==> src/rtl/exec_seq_pkg.sv <==
// rtl/exec_seq_pkg.sv - shared command codes, EFLAGS bit indices, size encodings and FSM states
package exec_seq_pkg;

    // Width of an operand-size bit count (holds 8, 16 or 32).
    localparam int N_W = 6;

    // Command codes from the generated command table.
    localparam int CMD_ADD  = 0;
    localparam int CMD_ADC  = 1;
    localparam int CMD_SUB  = 2;
    localparam int CMD_SBB  = 3;
    localparam int CMD_INC  = 4;
    localparam int CMD_DEC  = 5;
    localparam int CMD_AND  = 6;
    localparam int CMD_OR   = 7;
    localparam int CMD_XOR  = 8;
    localparam int CMD_NOT  = 9;
    localparam int CMD_CMP  = 10;
    localparam int CMD_CMPS = 11;
    localparam int CMD_MUL  = 12;
    localparam int CMD_DIV  = 13;

    // EFLAGS bit positions touched by the execute stage.
    localparam int EFLAGS_CF = 0;
    localparam int EFLAGS_PF = 2;
    localparam int EFLAGS_ZF = 6;
    localparam int EFLAGS_SF = 7;
    localparam int EFLAGS_OF = 11;

    // Operand size encodings; 3 behaves as 32-bit.
    localparam logic [1:0] OPSIZE_8  = 2'd0;
    localparam logic [1:0] OPSIZE_16 = 2'd1;
    localparam logic [1:0] OPSIZE_32 = 2'd2;

    typedef enum logic [1:0] {
        ST_IDLE,
        ST_ALU,
        ST_ITER,
        ST_DONE
    } state_t;

    function automatic logic [N_W-1:0] size_bits(input logic [1:0] opsize);
        case (opsize)
            OPSIZE_8:  return N_W'(8);
            OPSIZE_16: return N_W'(16);
            default:   return N_W'(32);
        endcase
    endfunction

endpackage

==> src/rtl/exec_muldiv_iter.sv <==
// rtl/exec_muldiv_iter.sv - iterative unsigned shift-add multiply / restoring divide, one bit per cycle
//
// Ports:
//   clk, rst_n   clock, asynchronous active-low reset
//   start        load a, b, n and begin (a, b already masked to n bits)
//   is_div       1 = divide a/b, 0 = multiply a*b
//   n            operand width in bits (8/16/32)
//   a, b         multiplicand/multiplier or dividend/divisor
//   busy         iterations in progress
//   done         high during the final iteration cycle
//   lo, hi       value the result registers take at the end of this cycle:
//                product low/high (multiply) or quotient/remainder (divide);
//                final when done is high
module exec_muldiv_iter
    import exec_seq_pkg::*;
#(
    parameter int WIDTH = 32
) (
    input  logic             clk,
    input  logic             rst_n,
    input  logic             start,
    input  logic             is_div,
    input  logic [N_W-1:0]   n,
    input  logic [WIDTH-1:0] a,
    input  logic [WIDTH-1:0] b,
    output logic             busy,
    output logic             done,
    output logic [WIDTH-1:0] lo,
    output logic [WIDTH-1:0] hi
);

    logic                 busy_q;
    logic                 div_q;
    logic [N_W-1:0]       n_q;
    logic [N_W-1:0]       cnt;
    logic [2*WIDTH-1:0]   acc;     // product, or remainder in the low WIDTH bits
    logic [WIDTH-1:0]     sh;      // multiplier / dividend, consumed MSB-first
    logic [WIDTH-1:0]     opa;     // multiplicand / divisor
    logic [WIDTH-1:0]     quo;

    logic [WIDTH-1:0]     top_m;
    logic                 msb;
    logic [2*WIDTH-1:0]   acc_mul;
    logic [WIDTH:0]       r2;
    logic                 ge;
    logic [WIDTH:0]       rem_nx;
    logic [WIDTH-1:0]     quo_nx;
    logic [2*WIDTH-1:0]   acc_nx;

    always_comb begin
        // Bit n-1 of sh is the next multiplier/dividend bit; sh shifts left each step.
        top_m   = {{(WIDTH-1){1'b0}}, 1'b1} << (n_q - N_W'(1));
        msb     = |(sh & top_m);
        acc_mul = (acc << 1) + {{WIDTH{1'b0}}, (msb ? opa : {WIDTH{1'b0}})};
        r2      = {acc[WIDTH-1:0], msb};
        ge      = (r2 >= {1'b0, opa});
        rem_nx  = ge ? (r2 - {1'b0, opa}) : r2;
        quo_nx  = {quo[WIDTH-2:0], ge};
        acc_nx  = div_q ? {{(WIDTH-1){1'b0}}, rem_nx} : acc_mul;
        lo      = div_q ? quo_nx : acc_mul[WIDTH-1:0];
        hi      = div_q ? rem_nx[WIDTH-1:0] : WIDTH'(acc_mul >> n_q);
    end

    assign busy = busy_q;
    assign done = busy_q & (cnt == '0);

    always_ff @(posedge clk or negedge rst_n) begin
        if (!rst_n) begin
            busy_q <= 1'b0;
            div_q  <= 1'b0;
            n_q    <= N_W'(32);
            cnt    <= '0;
            acc    <= '0;
            sh     <= '0;
            opa    <= '0;
            quo    <= '0;
        end else if (start) begin
            busy_q <= 1'b1;
            div_q  <= is_div;
            n_q    <= n;
            cnt    <= n - N_W'(1);
            acc    <= '0;
            sh     <= is_div ? a : b;
            opa    <= is_div ? b : a;
            quo    <= '0;
        end else if (busy_q) begin
            acc <= acc_nx;
            sh  <= sh << 1;
            quo <= quo_nx;
            cnt <= cnt - N_W'(1);
            if (cnt == '0) begin
                busy_q <= 1'b0;
            end
        end
    end

endmodule

==> src/rtl/exec_seq.sv <==
// rtl/exec_seq.sv - execute stage: handshake FSM, single-cycle ALU with EFLAGS, iterative MUL/DIV
//
// Ports:
//   clk, rst_n            clock, asynchronous active-low reset
//   in_valid / in_ready   command handshake from operand fetch
//   opc, opsize           command code and operand size (0=8b, 1=16b, 2/3=32b)
//   eflags_in             current EFLAGS
//   opnd0, opnd1          destination/first and source operands
//   out_valid / out_ready result handshake to writeback
//   result, result_hi     low result/quotient, MUL high half/DIV remainder
//   eflags_out            updated EFLAGS
//   wr_en                 result must be written back
//   div_fault             divide by zero
module exec_seq
    import exec_seq_pkg::*;
#(
    parameter int WIDTH = 32,
    parameter int OPC_W = 6
) (
    input  logic             clk,
    input  logic             rst_n,
    input  logic             in_valid,
    output logic             in_ready,
    input  logic [OPC_W-1:0] opc,
    input  logic [1:0]       opsize,
    input  logic [31:0]      eflags_in,
    input  logic [WIDTH-1:0] opnd0,
    input  logic [WIDTH-1:0] opnd1,
    output logic             out_valid,
    input  logic             out_ready,
    output logic [WIDTH-1:0] result,
    output logic [WIDTH-1:0] result_hi,
    output logic [31:0]      eflags_out,
    output logic             wr_en,
    output logic             div_fault
);

    function automatic logic [WIDTH-1:0] width_mask(input logic [N_W-1:0] n);
        case (n)
            N_W'(8):  return WIDTH'(32'hFF);
            N_W'(16): return WIDTH'(32'hFFFF);
            default:  return WIDTH'(32'hFFFF_FFFF);
        endcase
    endfunction

    state_t             state;
    logic               in_ready_q;
    logic               out_valid_q;
    logic [WIDTH-1:0]   result_q;
    logic [WIDTH-1:0]   result_hi_q;
    logic [31:0]        eflags_q;
    logic               wr_en_q;
    logic               div_fault_q;

    logic [OPC_W-1:0]   opc_q;
    logic [N_W-1:0]     n_q;
    logic [31:0]        flags_q;
    logic [WIDTH-1:0]   a_q;
    logic [WIDTH-1:0]   b_q;

    // Accept-side decode straight from the inputs.
    logic [N_W-1:0]     n_in;
    logic [WIDTH-1:0]   mask_in;
    logic [WIDTH-1:0]   a_in;
    logic [WIDTH-1:0]   b_in;
    logic               accept;
    logic               in_is_div;
    logic               go_iter;

    assign n_in      = size_bits(opsize);
    assign mask_in   = width_mask(n_in);
    assign a_in      = opnd0 & mask_in;
    assign b_in      = opnd1 & mask_in;
    assign accept    = (state == ST_IDLE) & in_valid & in_ready_q;
    assign in_is_div = (int'(opc) == CMD_DIV);
    // Divide by zero never enters the engine; it faults from the ALU state.
    assign go_iter   = (int'(opc) == CMD_MUL) | (in_is_div & (b_in != '0));

    logic               iter_start;
    logic               iter_busy;
    logic               iter_done;
    logic [WIDTH-1:0]   iter_lo;
    logic [WIDTH-1:0]   iter_hi;

    assign iter_start = accept & go_iter & ~iter_busy;

    exec_muldiv_iter #(
        .WIDTH (WIDTH)
    ) u_iter (
        .clk    (clk),
        .rst_n  (rst_n),
        .start  (iter_start),
        .is_div (in_is_div),
        .n      (n_in),
        .a      (a_in),
        .b      (b_in),
        .busy   (iter_busy),
        .done   (iter_done),
        .lo     (iter_lo),
        .hi     (iter_hi)
    );

    // Single-cycle ALU on the latched, masked operands.
    logic [WIDTH-1:0]   mask_q;
    logic [WIDTH-1:0]   msb_m;
    logic [WIDTH:0]     bit_n;
    logic [WIDTH-1:0]   op2;
    logic               cin;
    logic               arith;
    logic               is_sub;
    logic               keep_cf;
    logic               logic_op;
    logic [WIDTH:0]     sum;
    logic               carry;
    logic               cf_in;
    logic [WIDTH-1:0]   alu_res;
    logic [31:0]        alu_flags;
    logic               alu_wr;
    logic               alu_fault;
    logic [WIDTH-1:0]   mul_hi;
    logic [31:0]        iter_flags;

    assign mask_q = width_mask(n_q);
    assign msb_m  = mask_q ^ (mask_q >> 1);
    assign bit_n  = {1'b0, mask_q} + {{WIDTH{1'b0}}, 1'b1};
    assign cf_in  = flags_q[EFLAGS_CF];

    always_comb begin
        op2       = b_q;
        cin       = 1'b0;
        arith     = 1'b0;
        is_sub    = 1'b0;
        keep_cf   = 1'b0;
        logic_op  = 1'b0;
        alu_res   = '0;
        alu_flags = flags_q;
        alu_wr    = 1'b1;
        alu_fault = 1'b0;

        case (int'(opc_q))
            CMD_ADD: arith = 1'b1;
            CMD_ADC: begin
                arith = 1'b1;
                cin   = cf_in;
            end
            CMD_SUB, CMD_CMP, CMD_CMPS: begin
                arith  = 1'b1;
                is_sub = 1'b1;
                op2    = ~b_q & mask_q;
                cin    = 1'b1;
                alu_wr = (int'(opc_q) == CMD_SUB);
            end
            CMD_SBB: begin
                arith  = 1'b1;
                is_sub = 1'b1;
                op2    = ~b_q & mask_q;
                cin    = ~cf_in;
            end
            CMD_INC: begin
                arith   = 1'b1;
                keep_cf = 1'b1;
                op2     = {{(WIDTH-1){1'b0}}, 1'b1};
            end
            CMD_DEC: begin
                // a + all-ones == a - 1 in N bits
                arith   = 1'b1;
                keep_cf = 1'b1;
                op2     = mask_q;
            end
            CMD_AND: begin
                logic_op = 1'b1;
                alu_res  = a_q & b_q;
            end
            CMD_OR: begin
                logic_op = 1'b1;
                alu_res  = a_q | b_q;
            end
            CMD_XOR: begin
                logic_op = 1'b1;
                alu_res  = a_q ^ b_q;
            end
            CMD_NOT: alu_res = ~a_q & mask_q;
            CMD_DIV: begin
                // Only divide-by-zero reaches the ALU state.
                alu_wr    = 1'b0;
                alu_fault = 1'b1;
            end
            default: alu_wr = 1'b0;
        endcase

        sum   = {1'b0, a_q} + {1'b0, op2} + {{WIDTH{1'b0}}, cin};
        carry = |(sum & bit_n);

        if (arith) begin
            alu_res = sum[WIDTH-1:0] & mask_q;
            alu_flags[EFLAGS_CF] = keep_cf ? cf_in : (carry ^ is_sub);
            // Overflow when both addends share a sign the result does not.
            alu_flags[EFLAGS_OF] = (|(a_q & msb_m) == |(op2 & msb_m)) &
                                   (|(alu_res & msb_m) != |(a_q & msb_m));
        end
        if (logic_op) begin
            alu_flags[EFLAGS_CF] = 1'b0;
            alu_flags[EFLAGS_OF] = 1'b0;
        end
        if (arith | logic_op) begin
            alu_flags[EFLAGS_ZF] = (alu_res == '0);
            alu_flags[EFLAGS_SF] = |(alu_res & msb_m);
            alu_flags[EFLAGS_PF] = ~^alu_res[7:0];
        end
    end

    always_comb begin
        mul_hi     = iter_hi & mask_q;
        iter_flags = flags_q;
        if (int'(opc_q) == CMD_MUL) begin
            iter_flags[EFLAGS_CF] = (mul_hi != '0);
            iter_flags[EFLAGS_OF] = (mul_hi != '0);
        end
    end

    always_ff @(posedge clk or negedge rst_n) begin
        if (!rst_n) begin
            state       <= ST_IDLE;
            in_ready_q  <= 1'b1;
            out_valid_q <= 1'b0;
            result_q    <= '0;
            result_hi_q <= '0;
            eflags_q    <= '0;
            wr_en_q     <= 1'b0;
            div_fault_q <= 1'b0;
            opc_q       <= '0;
            n_q         <= N_W'(32);
            flags_q     <= '0;
            a_q         <= '0;
            b_q         <= '0;
        end else begin
            case (state)
                ST_IDLE: begin
                    if (accept) begin
                        opc_q      <= opc;
                        n_q        <= n_in;
                        flags_q    <= eflags_in;
                        a_q        <= a_in;
                        b_q        <= b_in;
                        in_ready_q <= 1'b0;
                        state      <= go_iter ? ST_ITER : ST_ALU;
                    end
                end
                ST_ALU: begin
                    result_q    <= alu_res;
                    result_hi_q <= '0;
                    eflags_q    <= alu_flags;
                    wr_en_q     <= alu_wr;
                    div_fault_q <= alu_fault;
                    out_valid_q <= 1'b1;
                    state       <= ST_DONE;
                end
                ST_ITER: begin
                    // Capture the engine's final-step values on its last cycle.
                    if (iter_done) begin
                        result_q    <= iter_lo & mask_q;
                        result_hi_q <= mul_hi;
                        eflags_q    <= iter_flags;
                        wr_en_q     <= 1'b1;
                        div_fault_q <= 1'b0;
                        out_valid_q <= 1'b1;
                        state       <= ST_DONE;
                    end
                end
                ST_DONE: begin
                    if (out_ready) begin
                        out_valid_q <= 1'b0;
                        in_ready_q  <= 1'b1;
                        state       <= ST_IDLE;
                    end
                end
                default: state <= ST_IDLE;
            endcase
        end
    end

    assign in_ready   = in_ready_q;
    assign out_valid  = out_valid_q;
    assign result     = result_q;
    assign result_hi  = result_hi_q;
    assign eflags_out = eflags_q;
    assign wr_en      = wr_en_q;
    assign div_fault  = div_fault_q;

endmodule

==> config.mk <==
export PLATFORM = sky130hd
export DESIGN_NAME = exec_seq
export DESIGN_NICKNAME = d
export VERILOG_FILES = /design/src/rtl/exec_seq_pkg.sv /design/src/rtl/exec_muldiv_iter.sv /design/src/rtl/exec_seq.sv
export SDC_FILE = /design/constraint.sdc
export NUM_CORES = 1
export LEC_CHECK = 0
export ABC_AREA = 1
export ABC_CLOCK_PERIOD_IN_PS = 8500
export BUFFER_PORTS_ARGS = -buffer_cell sky130_fd_sc_hd__buf_2
export CORE_ASPECT_RATIO = 0.9
export CORE_MARGIN = 3
export CORE_UTILIZATION = 30
export CTS_BUF_LIST = sky130_fd_sc_hd__clkbuf_8
export DETAILED_ROUTE_END_ITERATION = 7
export PLACE_DENSITY_LB_ADDON = 0.05
export SLEW_MARGIN = 0
export SYNTH_ARGS = -nofsm -noshare
export SYNTH_HDL_FRONTEND = slang
export SYNTH_HIERARCHICAL = 1
export SYNTH_SLANG_ARGS = --single-unit
==> constraint.sdc <==
create_clock -name clk -period 8.5 [get_ports clk]
set_clock_uncertainty 0.2 [all_clocks]
set_input_delay 1.275 -clock clk [delete_from_list [all_inputs] [get_ports clk]]
set_output_delay 1.275 -clock clk [all_outputs]
set_load 0.01 [all_outputs]
Word level (Yosys, flattened, before mapping)
Cells that the tools add are included.

cells by class
  add/sub/neg operators = 8
  order comparisons = 1
  equal/unequal tests = 29
  shifts and indexed selects = 2
  mux-type cells = 60
  bitwise operators = 31
  reduce and logical (&&, ||, !) cells = 29

operators with widths
  cell                                               number
  bitwise AND 32 bit                                 13
  2-to-1 mux 32 bit                                  11
  one-hot mux 32 bit (2 select lines)                5
  2-to-1 mux 63 bit                                  3
  OR reduction 32 bit                                5
  one-hot mux 32 bit (4 select lines)                1
  one-hot mux 32 bit (3 select lines)                1
  adder 64 x 32 -> 64 bit                            1
  inverter 32 bit                                    2
  nonzero test 32 bit                                2
  right shift 64 x 6 -> 32 bit                       1
  2-to-1 mux 31 bit                                  2
  == test 6 x 4 -> 1 bit (second input constant)     7
  adder 32 x 1 -> 33 bit (second input constant)     1
  adder 32 x 32 -> 33 bit                            1
  adder 33 x 1 -> 33 bit                             1
  bitwise AND 33 bit                                 1
  >= comparator 33 x 32 -> 1 bit                     1
  2-to-1 mux 33 bit                                  1
  OR reduction 33 bit                                1
  subtractor 33 x 32 -> 33 bit                       1
  zero test 32 bit                                   1
  bitwise OR 32 bit                                  1
  << shifter 1 x 6 -> 32 bit (first input constant)  1
  35 further kinds                                   95

word-level totals
  register bits after elaboration = 382
  bits of input ports = 108
  output and inout port bits = 100

Logic depth before layout (Yosys ltp)
Gate-level depths: netlist of run 1.

  depth in word-level cells = 14
  depth in mapped cells = 47
  depth with buffers taken out = 46

Modules after synthesis
The synthesis of run 1 kept the hierarchy.

modules (own cells, without submodules)
  module            times used  cells an instance  area an instance (sq um)  sequential area each (sq um)
  exec_muldiv_iter  1           3225               18966.9                   4305.4
  exec_seq          1           1891               13774.5                   5182.5

Worst setup path before layout of run 1
OpenSTA, ideal clock, no wires.

  kind = register to register
  from = reg u_iter.n_q[3]
  to = reg eflags_q[0] (netlist: eflags_out[0])
  setup time = 0.121 ns
  data arrival time = 4.853 ns
  setup slack = 3.326 ns
  cell stages (with the launch flop) = 43
  buffers on the path = 2
  period minus slack after synthesis = 5.174 ns
  cells stage by stage = dfrtp_1 > inv_1 > clkbuf_1 > nand2_1 > o22ai_1 > a21oi_1 > nand4_1 > o31ai_1 > nand2_1 > nand2_1 > buf_2 > nor2_1 > ha_1 > inv_1 > fa_1 > inv_1 > nand3_1 > nand2_2 > (+7 left out) > nand2_1 > nand2_1 > nand2_2 > nand2_1 > and2_4 > nand3_1 > nand3_1 > nand3_1 > nand2_1 > o21a_1 > nor4_1 > nand3_1 > nor3_1 > nand2_1 > o31ai_1 > o21ai_0 > a22oi_1 > nand2_1

on the way
  cells in the longest elaborated chain, start to end = 13
  elaborated cells on any way between the ends = 16
  classes of those cells = add/sub: 3; order compare: 1; shift: 2; mux: 6; bitwise: 2; reduce/logical: 2

RTL lines
  element                                RTL line                RTL
  start: declaration                     exec_muldiv_iter.sv:34  logic [N_W-1:0] n_q;
  start signal: assignment               exec_muldiv_iter.sv:80  n_q <= n;
  subtractor 6 x 1 -> 6 bit              exec_muldiv_iter.sv:52  top_m = {{(WIDTH-1){1'b0}}, 1'b1} << (n_q - N_W'(1));
  << shifter 1 x 6 -> 32 bit             exec_muldiv_iter.sv:52
  bitwise AND 32 bit                     exec_muldiv_iter.sv:53  msb = |(sh & top_m);
  OR reduction 32 bit                    exec_muldiv_iter.sv:53
  2-to-1 mux 32 bit                      exec_muldiv_iter.sv:54  acc_mul = (acc << 1) + {{WIDTH{1'b0}}, (msb ? opa : {WIDTH{1'b0}})};
  adder 64 x 32 -> 64 bit                exec_muldiv_iter.sv:54
  right shift 64 x 6 -> 32 bit           exec_muldiv_iter.sv:61  hi = div_q ? rem_nx[WIDTH-1:0] : WIDTH'(acc_mul >> n_q);
  2-to-1 mux 32 bit *                    exec_muldiv_iter.sv:61
  named net iter_hi[2]                   exec_seq.sv:83          logic [WIDTH-1:0] iter_hi;
  bitwise AND 32 bit *                   exec_seq.sv:213         mul_hi = iter_hi & mask_q;
  nonzero test 32 bit *                  exec_seq.sv:216         iter_flags[EFLAGS_CF] = (mul_hi != '0);
  2-to-1 mux 1 bit *                     exec_seq.sv:215         if (int'(opc_q) == CMD_MUL) begin
  2-to-1 mux 32 bit *                    exec_seq.sv:260         if (iter_done) begin
  one-hot mux 32 bit (2 select lines) *  exec_seq.sv:237         case (state)
  end signal: assignment                 exec_seq.sv:252         eflags_q <= alu_flags;
  end signal: assignment                 exec_seq.sv:263         eflags_q <= iter_flags;
  end: declaration                       exec_seq.sv:51          logic [31:0] eflags_q;

Mark *: on every way through the listed nets, which the timed path passes. The rest lies on a longest branch. The select of a mux whose other input is x is not followed.
A chain may end at the register's enable or synchronous reset.

Worst setup path in the final report of run 1
  from = reg u_iter.n_q[1]
  to = reg eflags_q[0] (netlist: eflags_out[0])

Same word-level chain as after synthesis.

==> results of run 1 <==
path summary, 6_finish.rpt:
path                                startpoint              to  slack (ns)  cells after the start
worst max-delay path             u_iter/n_q[1]   eflags_out[0]        0.94                     40
worst min-delay path            eflags_out[14]  eflags_out[14]        0.26                      2
worst max register to register   u_iter/n_q[1]   eflags_out[0]        0.94                     40
worst min register to register  eflags_out[14]  eflags_out[14]        0.26                      2
max in group asynchronous                rst_n     flags_q[30]        6.17                      2
min in group asynchronous                rst_n  u_iter/acc[49]        0.30                      1
flip-flops by register name (all words and copies together), names as in the netlist:
name / flops
u_iter/div_q: 1
result: 32
state: 2
u_iter/acc: 63
a_q: 32
opc_q: 6
u_iter/sh: 32
out_valid: 1
eflags_out: 32
u_iter/quo: 31
n_q: 3
result_hi: 32
u_iter/cnt: 6
in_ready: 1
u_iter/busy: 1
flags_q: 32
div_fault: 1
u_iter/n_q: 6
b_q: 32
u_iter/opa: 32
wr_en: 1
power breakdown:
part           switching (µW)  leakage [µW]  total, µW  internal [µW]
clock network             944      0.000894       2000           1060
logic                    3890        0.0135       5510           1620
registers                 367       0.00472       2610           2240
per-stage QoR:
step	instance area [µm²]	std cells	hold slack [ns]	util (%)	total power (µW)
after floorplan	32700	5118	0.249	-	6060
after global placement	35100	6604	0.250	32.5	8060
after detailed placement	35100	6604	0.254	32.5	8060
after CTS	36600	6738	0.268	34.0	10100
after global routing	36600	6741	0.295	34.0	10900
final	36600	6743	0.263	34.0	10100
cell usage in the layout (no fill, tap or decap), types with 7 or more instances in the layout:
cell type | synthesis | final
buf_2 | 35 | 206
nand3_1 | 680 | 679
nand4_1 | 67 | 67
o21ai_0 | 368 | 368
ha_1 | 169 | 169
nand2_1 | 1450 | 1450
nand3_2 | 11 | 12
o21bai_1 | 13 | 13
nor4_1 | 13 | 13
o21a_1 | 8 | 8
or2_2 | 9 | 9
clkinv_2 | 0 | 9
buf_4 | 9 | 56
nor2_2 | 14 | 18
o22ai_1 | 63 | 63
nor2_1 | 346 | 341
xnor2_1 | 26 | 26
a211oi_1 | 21 | 21
o221ai_1 | 33 | 33
inv_2 | 15 | 20
a21o_1 | 17 | 17
a21oi_1 | 231 | 230
xor2_1 | 25 | 25
a22oi_1 | 15 | 15
clkbuf_8 | 3 | 90
nand3b_1 | 11 | 11
inv_1 | 662 | 684
dfrtp_1 | 376 | 372
o31ai_1 | 7 | 7
o21ai_1 | 19 | 19
o211ai_1 | 42 | 42
a31oi_1 | 24 | 24
nand2_2 | 12 | 12
a22o_1 | 9 | 9
nor3_1 | 28 | 27
a32o_1 | 28 | 28
o311ai_0 | 8 | 8
logic make-up (layout without fill, tap and decap cells):
kind of cell / after synthesis / count (layout) / share of synthesized area [%]
AO/OA/AOI/OAI: 929 / 929 / 16.8
XOR/XNOR: 51 / 51 / 1.36
adder cells (fa/ha/maj): 173 / 173 / 6.70
buffers and inverters: 915 / 1085 / 11.1
flip-flops: 379 / 379 / 29.0
multiplexers: 1 / 1 / 0.0306
other: 1 / 8 / 0.0115
AND/OR/NAND/NOR: 2667 / 2667 / 35.0
cells in the mapped netlist, types with 9 or more instances:
master | instances | share of area (%)
clkbuf_1 | 140 | 1.6
buf_1 | 28 | 0.32
ha_1 | 169 | 6.5
nand3_2 | 11 | 0.34
o22ai_1 | 63 | 1.2
nor3_1 | 28 | 0.43
or2_2 | 9 | 0.17
o21ai_0 | 368 | 5.6
a21o_1 | 17 | 0.39
nand3_1 | 680 | 10
nand4_1 | 67 | 1.3
a32o_1 | 28 | 0.86
buf_2 | 35 | 0.54
dfrtp_1 | 376 | 29
xor2_1 | 25 | 0.67
o21bai_1 | 13 | 0.30
o211ai_1 | 42 | 0.96
o221ai_1 | 33 | 0.88
xnor2_1 | 26 | 0.70
a31oi_1 | 24 | 0.46
nand3b_1 | 11 | 0.25
inv_2 | 15 | 0.17
nand2_1 | 1450 | 17
a21oi_1 | 231 | 3.5
nand2_2 | 12 | 0.23
nor2_2 | 14 | 0.27
a22o_1 | 9 | 0.24
nor2_1 | 346 | 4.0
a22oi_1 | 15 | 0.34
o21ai_1 | 19 | 0.29
buf_4 | 9 | 0.21
a211oi_1 | 21 | 0.48
nor4_1 | 13 | 0.25
inv_1 | 662 | 7.6
buf_6 | 10 | 0.34
final cells by class:
class                      count  area, µm²  share of cell area, %
timing repair buffer         266       1530                   4.17
antenna                        5       12.5                 0.0341
sequential                   379       9490                   25.9
tap                         1450       1810                   4.95
clock buffer                  90       1240                   3.38
clock inverter                44        309                  0.843
inverter                     685       2580                   7.05
multi-input combinational   3824      19700                   53.7
routing by layer:
layer / up-vias / track usage [%]
met1: 17500 / 44.9
met2: 1408 / 42.7
li1: 17200 / -
met3: 176 / 5.30
met5: - / 0
met4: 6 / 6.63
worst max-delay path, delay by kind of cell, from the launching register on:
kind	cells	cell delay (ns)
fa+ha+maj	2	0.60
flops	1	0.39
simple gates	27	3.62
compound gates	6	1.39
buf+inv	5	1.14
==> run summary, run 1 <==
Seq cells post-synth: 379
DR WL met2: 71.4 mm
Max-cap check violation count: 0
Worst setup margin: 0.944 ns
Total GRT Usage: 29.5%
Hold WC Path Type: register to register
First-pass GRT wire length: 245 mm
Initial Util: 30.4%
Core ar.: 108000 µm²
Hpwl dp: 137 mm
Critical Path AT: 7.99 ns
TritonCTS clock tree: built
TritonCTS buffer count: 78
Sequential share of the synthesized area: 29.0%
# IOs: 208
Vias post-DR: 36200
Final Wtd Congestion: 0.957
Worst Tran Pin Value: 1.24 ns
Leakage: 0.0191 µW
Final nets: 5515
Met3 WL: 13.1 mm
Post-CTS setup buffers: 0
Worst-Skew Late Latency: 0.78 ns
Fraction of layout cells with a size suffix above 1: 9.13%
Average size of a mapped cell: 6.40 µm²
DRT Wirelength: 172 mm
Power Dens Cells: 276 nW/µm²
Hold buffers post-CTS: 0
Area growth, synth to finish: 11.9%
Synth cell types: 74
Top routing layer used: met5
Kind of critical path: register to register
FILL cells: 12200
Max FO, Critical Path: 72
H-tree levels: 3
Top cell by count, worst path: nand2_1
WP data required: 8.93 ns
CTS max path bufs: 3
Largest net degree at the start of global routing: 131
Post-synth design cell area: 32700 µm²
RSZ-0062 raised after global routing: false
Max Slew Vio Count: 0
Vias in the first global route: 33700
Die Ht: 319 µm
Slew Limit Headroom: 16.8%
WL/cell: 25.4 µm
Clock root cell: clkbuf_8
Total die area: 113000 µm²
Final min period: 7.56 ns
Post-synth EDFFs: 0
CP endpoint kind: register
Status: finished clean
Setup tns final: 0 ns
Grt total ovfl: 0
CP max-delay cell: buf_4
Metal-1 WL: 83.5 mm
Synthesis Warnings: 6
Row cnt: 114
Clk slew on worst S/H paths: 0.07 ns
Resize count post-CTS: 0
Final setup violating endpoints: 0
Pre-CTS worst setup slack: 1.23 ns
DR vias/cell: 5.37
Peak VDD IR: 0.180 mV
# DRC: 0
Fin crit share: 88.9%
Final hold vios: 0
Startpoint types: register
Initial antenna violation count: 9
Achievable frequency: 132 MHz
Top_reg_cell synth: dfrtp_1
Post-route ant nets: 0
Slowest stage delay, CP: 0.71 ns
Clock sinks: 379
First-pass DRT Iterations: 8
Asr flop ratio synth: 100%
DRT iter0 DRCs: 4257
IO Port Bufs: 207
Mapped Cells: 5116
Die width: 354 µm
Note: power is estimated with default switching activity, not from simulation.
==> inputs of run 2 (changes only) <==
--- a/config.mk
+++ b/config.mk
@@ -11,7 +11,6 @@
 export CORE_ASPECT_RATIO = 0.9
 export CORE_MARGIN = 3
 export CORE_UTILIZATION = 30
-export CTS_BUF_LIST = sky130_fd_sc_hd__clkbuf_8
 export DETAILED_ROUTE_END_ITERATION = 7
 export PLACE_DENSITY_LB_ADDON = 0.05
 export SLEW_MARGIN = 0
==> run 2 against run 1 <==
  * Sequential power is essentially flat
  * Critical endpoint unchanged
  * Design area grew 0.37%
  * Non-clock buffer count is the same
  * Setup slack gained 0.020 ns
  * Final cell count shrank 0.71%
==> run summary, run 2 (synthesized netlist as in run 1, its figures left out) <==
Resize count post-CTS: 0 (unchanged)
Cell class contributing the biggest share of worst-path delay: simple AND/OR/NAND/NOR gates
Final min period: 7.54 ns (-0.0205 ns)
WHS: 0.265 ns (+0.00147 ns)
RSZ-0062 raised after global routing: false
Commonest non-fill, non-tap cell in the layout: nand2_1
First-pass DRT Iterations: 6 (-2)
Final hold vios: 0 (unchanged)
Largest net degree at the start of global routing: 131 (unchanged)
Achievable frequency: 133 MHz (+0.27%)
Crit Reg-Reg Endpoint: eflags_out[0]
Leakage: 0.0190 µW (-0.40%)
Switching share of total power: 50.2% (-1.2 points)
Max FFs per register: 63 (unchanged)
Post-route ant nets: 0 (unchanged)
Clock root cell: clkbuf_16
DR vias/cell: 5.38 (+0.14%)
Initial antenna violation count: 8 (-1)
Vias post-DR: 36000 (-0.57%)
Status: finished clean
Total GRT Usage: 29.3% (-0.21 points)
Power Dens Cells: 281 nW/µm² (+1.9%)
R2R Path Start: u_iter/n_q[1]
WP data required: 8.82 ns (-0.11 ns)
Worst hold path cell count: 2 (unchanged)
Clock sinks: 379 (unchanged)
Worst-Skew Late Latency: 0.67 ns (-0.11 ns)
WHS Endpoint: eflags_out[14]
Hpwl dp: 137 mm (unchanged)
TritonCTS clock tree: built
Hold WC Path Type: register to register
Die Ht: 319 µm (unchanged)
Slew Limit Headroom: 16.9% (+0.045 points)
Kind of critical path: register to register
Hold buffers post-CTS: 0 (unchanged)
Setup tns final: 0 ns (unchanged)
Max Slew Vio Count: 0 (unchanged)
Startpoint types: register
DRT Wirelength: 171 mm (-0.35%)
Combinational share of power: 53.2% (-1.2 points)
Critical Path AT: 7.85 ns (-0.14 ns)
Largest reg by FF count: u_iter/acc
Worst path bufs/invs: 5 (unchanged)
Hold Path Origin: eflags_out[14]
Clock share of power: 21.6% (+1.8 points)
IO Port Bufs: 207 (unchanged)
H-tree levels: 2 (-1)
TritonCTS buffer count: 49 (-37%)
Row cnt: 114 (unchanged)
Slowest stage delay, CP: 0.68 ns (-0.03 ns)
Internal reg-to-reg setup slack: 0.96 ns (+0.02 ns)
Initial Util: 30.4% (unchanged)
Cells on worst reg2reg path: 40 (unchanged)
Max FO, Critical Path: 72 (unchanged)
CP max-delay cell: buf_4
Fin crit share: 88.7% (-0.24 points)
Core ar.: 108000 µm² (unchanged)
Top cell by count, worst path: nand2_1
Peak VDD IR: 0.169 mV (-6.5%)
Grt total ovfl: 0 (unchanged)
Vias in the first global route: 33500 (-0.44%)
Internal: 5150 µW (+4.9%)
# DRC: 0 (unchanged)
WL/cell: 25.5 µm (+0.37%)
Clk slew on worst S/H paths: 0.06 ns (about the same)
Final nets: 5486 (-0.53%)
Die width: 354 µm (unchanged)
Total die area: 113000 µm² (unchanged)
Worst Tran Pin Value: 1.23 ns (-0.00623 ns)
CP endpoint kind: register
Final Wtd Congestion: 0.957 (unchanged)
# IOs: 208 (unchanged)
Fraction of layout cells with a size suffix above 1: 8.68% (-0.45 points)
DRT iter0 DRCs: 4310 (+1.2%)
First-pass GRT wire length: 244 mm (-0.31%)
Commonest cells after routing, fill and taps aside: nand2_1 (1450), nand3_1 (679), inv_1 (656)
Max-cap check violation count: 0 (unchanged)
Final setup violating endpoints: 0 (unchanged)
Psw: 5190 µW (-0.24%)
Post-CTS setup buffers: 0 (unchanged)
Total power: 10300 µW (+2.2%)
Area growth, synth to finish: 12.3%
CTS max path bufs: 3 (unchanged)
Sequential power share: 25.2% (-0.6 points)
## run 2: worst reg2reg max path: cells and delay by family, from the launching register on
family	cells	cell delay (ns)
DFF	1	0.39
and+or+nand+nor	27	3.71
buffers and inverters	5	1.11
AOI/OAI and AO/OA	6	1.39
adders and majority gates	2	0.60
## run 2: final cells by class
type	instances	area (µm²)
multi-input cells	3824	19700
diodes	3	7.51
fillers	12100	71100
clock inverters	24	354
clock buffers	64	1330
inverters	685	2580
well taps	1450	1810
flip-flops and latches	379	9490
repair buffers	266	1530
## run 2: how the worst max path moves through the flow
stage	start	end	slack, ns	cells after the start
after floorplan	u_iter/n_q[3]	eflags_out[0]	3.33	42
after global placement	u_iter/n_q[1]	eflags_out[0]	1.25	40
after detailed placement	u_iter/n_q[1]	eflags_out[0]	1.23	40
after CTS	u_iter/n_q[1]	eflags_out[0]	1.20	40
after global routing	u_iter/n_q[1]	eflags_out[0]	0.52	40
final	u_iter/n_q[1]	eflags_out[0]	0.96	40
## run 2: routing by layer
| layer | part of all wire (%) | up-vias | global-route usage (%) |
|---|---|---|---|
| met3 | 7.7 | 155 | 5.48 |
| met5 | 0.026 | - | 0 |
| met4 | 1.9 | 6 | 5.56 |
| met1 | 49 | 17300 | 44.6 |
| li1 | - | 17100 | - |
| met2 | 42 | 1402 | 42.7 |
## run 2: stage by stage
step	utilization, %	worst slack [ns]	instance area [µm²]	std cells
CTS	34.1	1.20	36800	6692
finish	34.1	0.964	36800	6695
global route	34.1	0.520	36800	6692
floorplan	-	3.33	32700	5118
global placement	32.5	1.25	35100	6604
detailed placement	32.5	1.23	35100	6604
## run 2: power groups by stage
stage	clock network, µW	logic, µW	registers [µW]
floorplan	0	3510	2550
CTS	2300	5460	2600
global route	2380	6120	2660
finish	2230	5510	2610
global placement	0	5430	2630
detailed placement	0	5430	2630
